File: config.mk
export PLATFORM = sky130hd
export DESIGN_NAME = operand_fetch
export DESIGN_NICKNAME = d
export VERILOG_FILES = /design/src/rtl/operand_fetch.sv
export SDC_FILE = /design/constraint.sdc
export NUM_CORES = 2
export LEC_CHECK = 0
export ABC_AREA = 1
export CAP_MARGIN = 20
export CORE_MARGIN = 1.5
export CORE_UTILIZATION = 40
export CTS_BUF_LIST = sky130_fd_sc_hd__clkbuf_4 sky130_fd_sc_hd__clkbuf_8
export DETAILED_ROUTE_END_ITERATION = 10
export PLACE_DENSITY = 0.6
export SLEW_MARGIN = 10
export SYNTH_ARGS = -nofsm -noshare
export SYNTH_HDL_FRONTEND = slang
export SYNTH_SLANG_ARGS = --single-unit
File: constraint.sdc
create_clock -name clk -period 1.7 [get_ports clk]
set_clock_uncertainty 0.2 [all_clocks]
set_input_delay 0.51 -clock clk [delete_from_list [all_inputs] [get_ports clk]]
set_output_delay 0.51 -clock clk [all_outputs]
set_load 0.01 [all_outputs]
File: src/rtl/operand_fetch.sv
// Decode/operand stage: 32-entry GPR file, instruction decode, one registered output slot.
// Latency 1 cycle from accept; in_ready = !out_valid || out_ready, so a stalled slot holds exactly.
module operand_fetch #(
  parameter int DATA_W = 32,
  parameter int REG_AW = 5
) (
  input  logic              clk,
  input  logic              rst_n,
  input  logic              in_valid,
  output logic              in_ready,
  input  logic [31:0]       instr,
  input  logic              wb_en,
  input  logic [REG_AW-1:0] wb_addr,
  input  logic [DATA_W-1:0] wb_data,
  output logic              out_valid,
  input  logic              out_ready,
  output logic [DATA_W-1:0] op1,
  output logic [DATA_W-1:0] op2,
  output logic [5:0]        ALUOp,
  output logic [5:0]        func_code,
  output logic [REG_AW-1:0] dest_reg,
  output logic              dest_we,
  output logic [DATA_W-1:0] register_v0
);

  localparam int         NREG     = 1 << REG_AW;
  localparam logic [5:0] OP_RTYPE = 6'b000000;
  localparam logic [5:0] OP_ADDIU = 6'b001001;
  localparam logic [5:0] FN_ADDU  = 6'b100001;

  logic [DATA_W-1:0] gpr_q [NREG];

  logic [5:0]        opcode;
  logic [REG_AW-1:0] rs_addr;
  logic [REG_AW-1:0] rt_addr;
  logic [REG_AW-1:0] rd_addr;
  logic [15:0]       imm16;
  logic [5:0]        funct;
  logic              is_rtype;

  assign opcode   = instr[31:26];
  assign rs_addr  = instr[25:21];
  assign rt_addr  = instr[20:16];
  assign rd_addr  = instr[15:11];
  assign imm16    = instr[15:0];
  assign funct    = instr[5:0];
  assign is_rtype = (opcode == OP_RTYPE);

  // Register reads see a writeback landing in the same cycle.
  logic [DATA_W-1:0] rs_val;
  logic [DATA_W-1:0] rt_val;

  always_comb begin
    rs_val = gpr_q[rs_addr];
    if (rs_addr == '0) begin
      rs_val = '0;
    end else if (wb_en && (wb_addr == rs_addr)) begin
      rs_val = wb_data;
    end
  end

  always_comb begin
    rt_val = gpr_q[rt_addr];
    if (rt_addr == '0) begin
      rt_val = '0;
    end else if (wb_en && (wb_addr == rt_addr)) begin
      rt_val = wb_data;
    end
  end

  logic [DATA_W-1:0] dec_op2;
  logic [5:0]        dec_func;
  logic [REG_AW-1:0] dec_dest;
  logic              dec_we;

  always_comb begin
    dec_op2  = {{(DATA_W-16){imm16[15]}}, imm16};
    dec_func = 6'b0;
    dec_dest = rt_addr;
    dec_we   = (opcode == OP_ADDIU);
    if (is_rtype) begin
      dec_op2  = rt_val;
      dec_func = funct;
      dec_dest = rd_addr;
      dec_we   = (funct == FN_ADDU);
    end
    if (dec_dest == '0) begin
      dec_we = 1'b0;
    end
  end

  always_ff @(posedge clk or negedge rst_n) begin
    if (!rst_n) begin
      for (int i = 0; i < NREG; i++) begin
        gpr_q[i] <= '0;
      end
    end else if (wb_en && (wb_addr != '0)) begin
      gpr_q[wb_addr] <= wb_data;
    end
  end

  logic              valid_q, valid_d;
  logic [DATA_W-1:0] op1_q, op1_d;
  logic [DATA_W-1:0] op2_q, op2_d;
  logic [5:0]        aluop_q, aluop_d;
  logic [5:0]        func_q, func_d;
  logic [REG_AW-1:0] dest_q, dest_d;
  logic              dest_we_q, dest_we_d;
  logic              accept;

  assign in_ready = !valid_q || out_ready;
  assign accept   = in_valid && in_ready;

  always_comb begin
    valid_d   = valid_q;
    op1_d     = op1_q;
    op2_d     = op2_q;
    aluop_d   = aluop_q;
    func_d    = func_q;
    dest_d    = dest_q;
    dest_we_d = dest_we_q;
    if (accept) begin
      valid_d   = 1'b1;
      op1_d     = rs_val;
      op2_d     = dec_op2;
      aluop_d   = opcode;
      func_d    = dec_func;
      dest_d    = dec_dest;
      dest_we_d = dec_we;
    end else if (out_ready) begin
      // Data fields deliberately hold after the slot drains.
      valid_d = 1'b0;
    end
  end

  always_ff @(posedge clk or negedge rst_n) begin
    if (!rst_n) begin
      valid_q   <= 1'b0;
      op1_q     <= '0;
      op2_q     <= '0;
      aluop_q   <= '0;
      func_q    <= '0;
      dest_q    <= '0;
      dest_we_q <= 1'b0;
    end else begin
      valid_q   <= valid_d;
      op1_q     <= op1_d;
      op2_q     <= op2_d;
      aluop_q   <= aluop_d;
      func_q    <= func_d;
      dest_q    <= dest_d;
      dest_we_q <= dest_we_d;
    end
  end

  assign out_valid   = valid_q;
  assign op1         = op1_q;
  assign op2         = op2_q;
  assign ALUOp       = aluop_q;
  assign func_code   = func_q;
  assign dest_reg    = dest_q;
  assign dest_we     = dest_we_q;
  assign register_v0 = gpr_q[2];

endmodule
==> run metrics <==
Vias per Instance=~5.6; Post-Route WL=272 mm; Max Buffers Root-to-Sink=3; Post-synth EDFFs=0; First DRT Iteration DRCs=8,197; CP arrival=about 1.7 ns; Filler Cell Count=14,400; Fin Setup TNS=-60.40 ns; period utilization=139%; vias=66,400; sw frac=32.8%; Max Cap Violations=0; Slew Viols, Final=0; Critical Path Max Stage Delay=0.43 ns; Worst-path clk slew=0.06 ns; Syn Nets=9,015; area leader, netlist=dfrtp_1; root buffer cell=clkbuf_8; pwr/cell area=just over 1000 mW/mm2; required time of the critical path=0.99 ns; CTS tree=yes; synth top area cells=dfrtp_1 (45%), nand2_1 (19%), o21ai_0 (9.6%), nand3_1 (6.6%), nor2_1 (3.6%); most used flip-flop cell after synthesis=dfrtp_1; max_slew headroom=59.2%; sequential share of power=41.5%; Final setup viols=134; count leader, synth=nand2_1; antenna violations before repair=8; Cells after Synth=between 8,000 and 9,000; htree depth=4; Core Rows=143; status=complete, but fails checks; Sw Pwr=about 27 mW; Hold Path Class=in -> async; share of layout cells above drive strength 1=21.3%; YS warnings=0; CP Buf/Inv Count=2; Hold Violations, Final=0; sequential cell area=0.0277 mm2; slowest stage cell, crit path=dfrtp_1; Mapped Avg Cell Area=6.90 um2; RSZ-0062 raised after global routing=true; GRT overflow=0; number of global-route vias before repair=roughly 62,000; Biggest register=gpr_q; crit end category=output port; failing checks=setup timing; Gate power share=between 20% and 30%; nets@finish=9,723; Total Power=83.2 mW; total track usage=34.0%; multi-input logic area=0.0303 mm2; post-synthesis sequential area ratio=about 45%; Setup crit start kind=flip-flop; Starting Density=40.4%; Synth Cell Area=0.0617 mm2; Slew @ Worst Pin=0.612 ns; met2 GRT Util=49.7%; internal power=around 56 mW; max reg flops=992; routability cong.=0.968; Clk pwr share=33.0%; IO Pins=190; number of CTS-inserted buffers=196; largest net degree at the start of global routing=88; async set-reset flop share out of synthesis=100%; crit path from=op1[26]; setup ws final=-0.665 ns; crit path max fanout=2; first-pass GRT wire length=about 400 mm; drt pass-1 iters=7; Die ar.=0.157 mm2; Yosys reg bits=between 1,000 and 1,500; IO Port Bufs=189; met1 Usage GRT=46.2%; Wirelength per Cell=approximately 23 um; Core Region=0.153 mm2; r2r startpoint=register_v0[13]; clock sinks=1,107; Setup CP Type=reg -> out; fmax=423 MHz; ANT nets after route=0; peak supply drop=0.823 mV; DRC=0; HPWL Detailed=181 mm; die height=396 um; Final Critical Period=2.37 ns; Post-synth top cells=nand2_1 (3,127), o21ai_0 (1,178), dfrtp_1 (1,107), nand3_1 (818), nor2_1 (592); area grow syn2layout=31.4%; Cell variety after synth=29; Worst-Skew Late Latency=0.97 ns; most used routing layer=met2; crit-path cells=buf_12 -> buf_6; Global Route met3 Usage=9.58%; CP top delay family=flip-flops; Die Width=396 um; leak pwr=39.2 nW; Yosys top cell area share=~45%
[cell usage in the layout (no fill, tap or decap), types with 186 or more instances in the layout]
master	Yosys	routed
o211ai_1	186	186
inv_1	557	513
o21ai_1	55	312
clkbuf_8	0	264
buf_12	0	292
buf_4	37	760
nand2_1	3127	3013
a21oi_1	391	337
o21ai_0	1178	904
nor2_1	592	568
dfrtp_1	1107	1086
nand3_1	818	675
[metrics by stage]
| step | std cells | hold slack (ns) | util, % | instance area [um2] | worst slack [ns] |
|---|---|---|---|---|---|
| 5_1_grt | 11800 | 0.0683 | 53.2 | 81100 | -0.704 |
| 3_5_place_dp | 11400 | 0.186 | 48.9 | 74600 | -1.14 |
| 2_1_floorplan | 8941 | 0.0144 | - | 63500 | -0.252 |
| 3_3_place_gp | 11400 | 0.181 | 48.9 | 74600 | -1.11 |
| 6_report | 11800 | 0.0893 | 53.2 | 81100 | -0.665 |
| 4_1_cts | 11800 | 0.00845 | 52.3 | 79800 | -0.726 |
[final timing paths]
check                               to  slack (ns)  cells after the start
max                            op1[26]       -0.67                      2
min                         gpr_q[530]        0.09                      3
max reg2reg                    op1[13]       -0.15                     12
min reg2reg                gpr_q[1000]        0.20                      0
max in group asynchronous   gpr_q[406]        0.37                      3
min in group clk            gpr_q[527]        0.09                      3
[routing by layer]
| metal | vias up | routed length (um) |
|---|---|---|
| li1 | 30200 | - |
| met1 | 31400 | 109000 |
| met2 | 3976 | 114000 |
| met3 | 799 | 34600 |
| met4 | 8 | 13800 |
| met5 | - | 42 |
[worst register-to-register path: stages, from the launching register on]
cell and delay, ns:
dfrtp_1 0.41, buf_6 0.13, buf_6 0.11, inv_4 0.04, nand2_1 0.04, o211ai_1 0.09
nand3_1 0.20, nand3_2 0.12, nand3_2 0.08, nand2_4 0.12, nand2_4 0.10, nand2_2 0.07
nand2_1 0.04
[timing repair]
item                       in CTS  in global routing
gates resized for setup       717                293
hold endpoints to repair     1120                  0
hold buffers                   15                  0
setup endpoints to repair     379                300
gates cloned                    0                  4
pin swaps                      78                187
setup buffers                  57                 47
[power by group through the flow]
stage | clock (mW) | sequential (mW) | combinational (mW)
2_1_floorplan | 0 | 34.0 | 10.9
3_3_place_gp | 0 | 34.6 | 19.3
3_5_place_dp | 0 | 34.7 | 19.7
4_1_cts | 27.7 | 34.4 | 20.3
5_1_grt | 28.9 | 35.1 | 23.4
6_report | 27.5 | 34.5 | 21.2
[logic make-up after synthesis]
kind of cell           Yosys count  share of synthesized area, %
AND/OR/NAND/NOR               4659                          30.7
AO/OA/AOI/OAI                 1817                          15.5
buffers and inverters         1357                          8.93
flip-flops                    1107                          44.9
XOR/XNOR                         1                        0.0142
[area by class of cell]
cell class,count,area share [%]
diodes,3,0.00925
inverters,566,2.70
clock inverters,24,0.312
clock buffers,319,4.99
multi-input cells,6477,37.3
flip-flops and latches,1107,34.2
well taps,2030,3.13
repair buffers,1301,17.4
(Power assumes the default switching activity.)
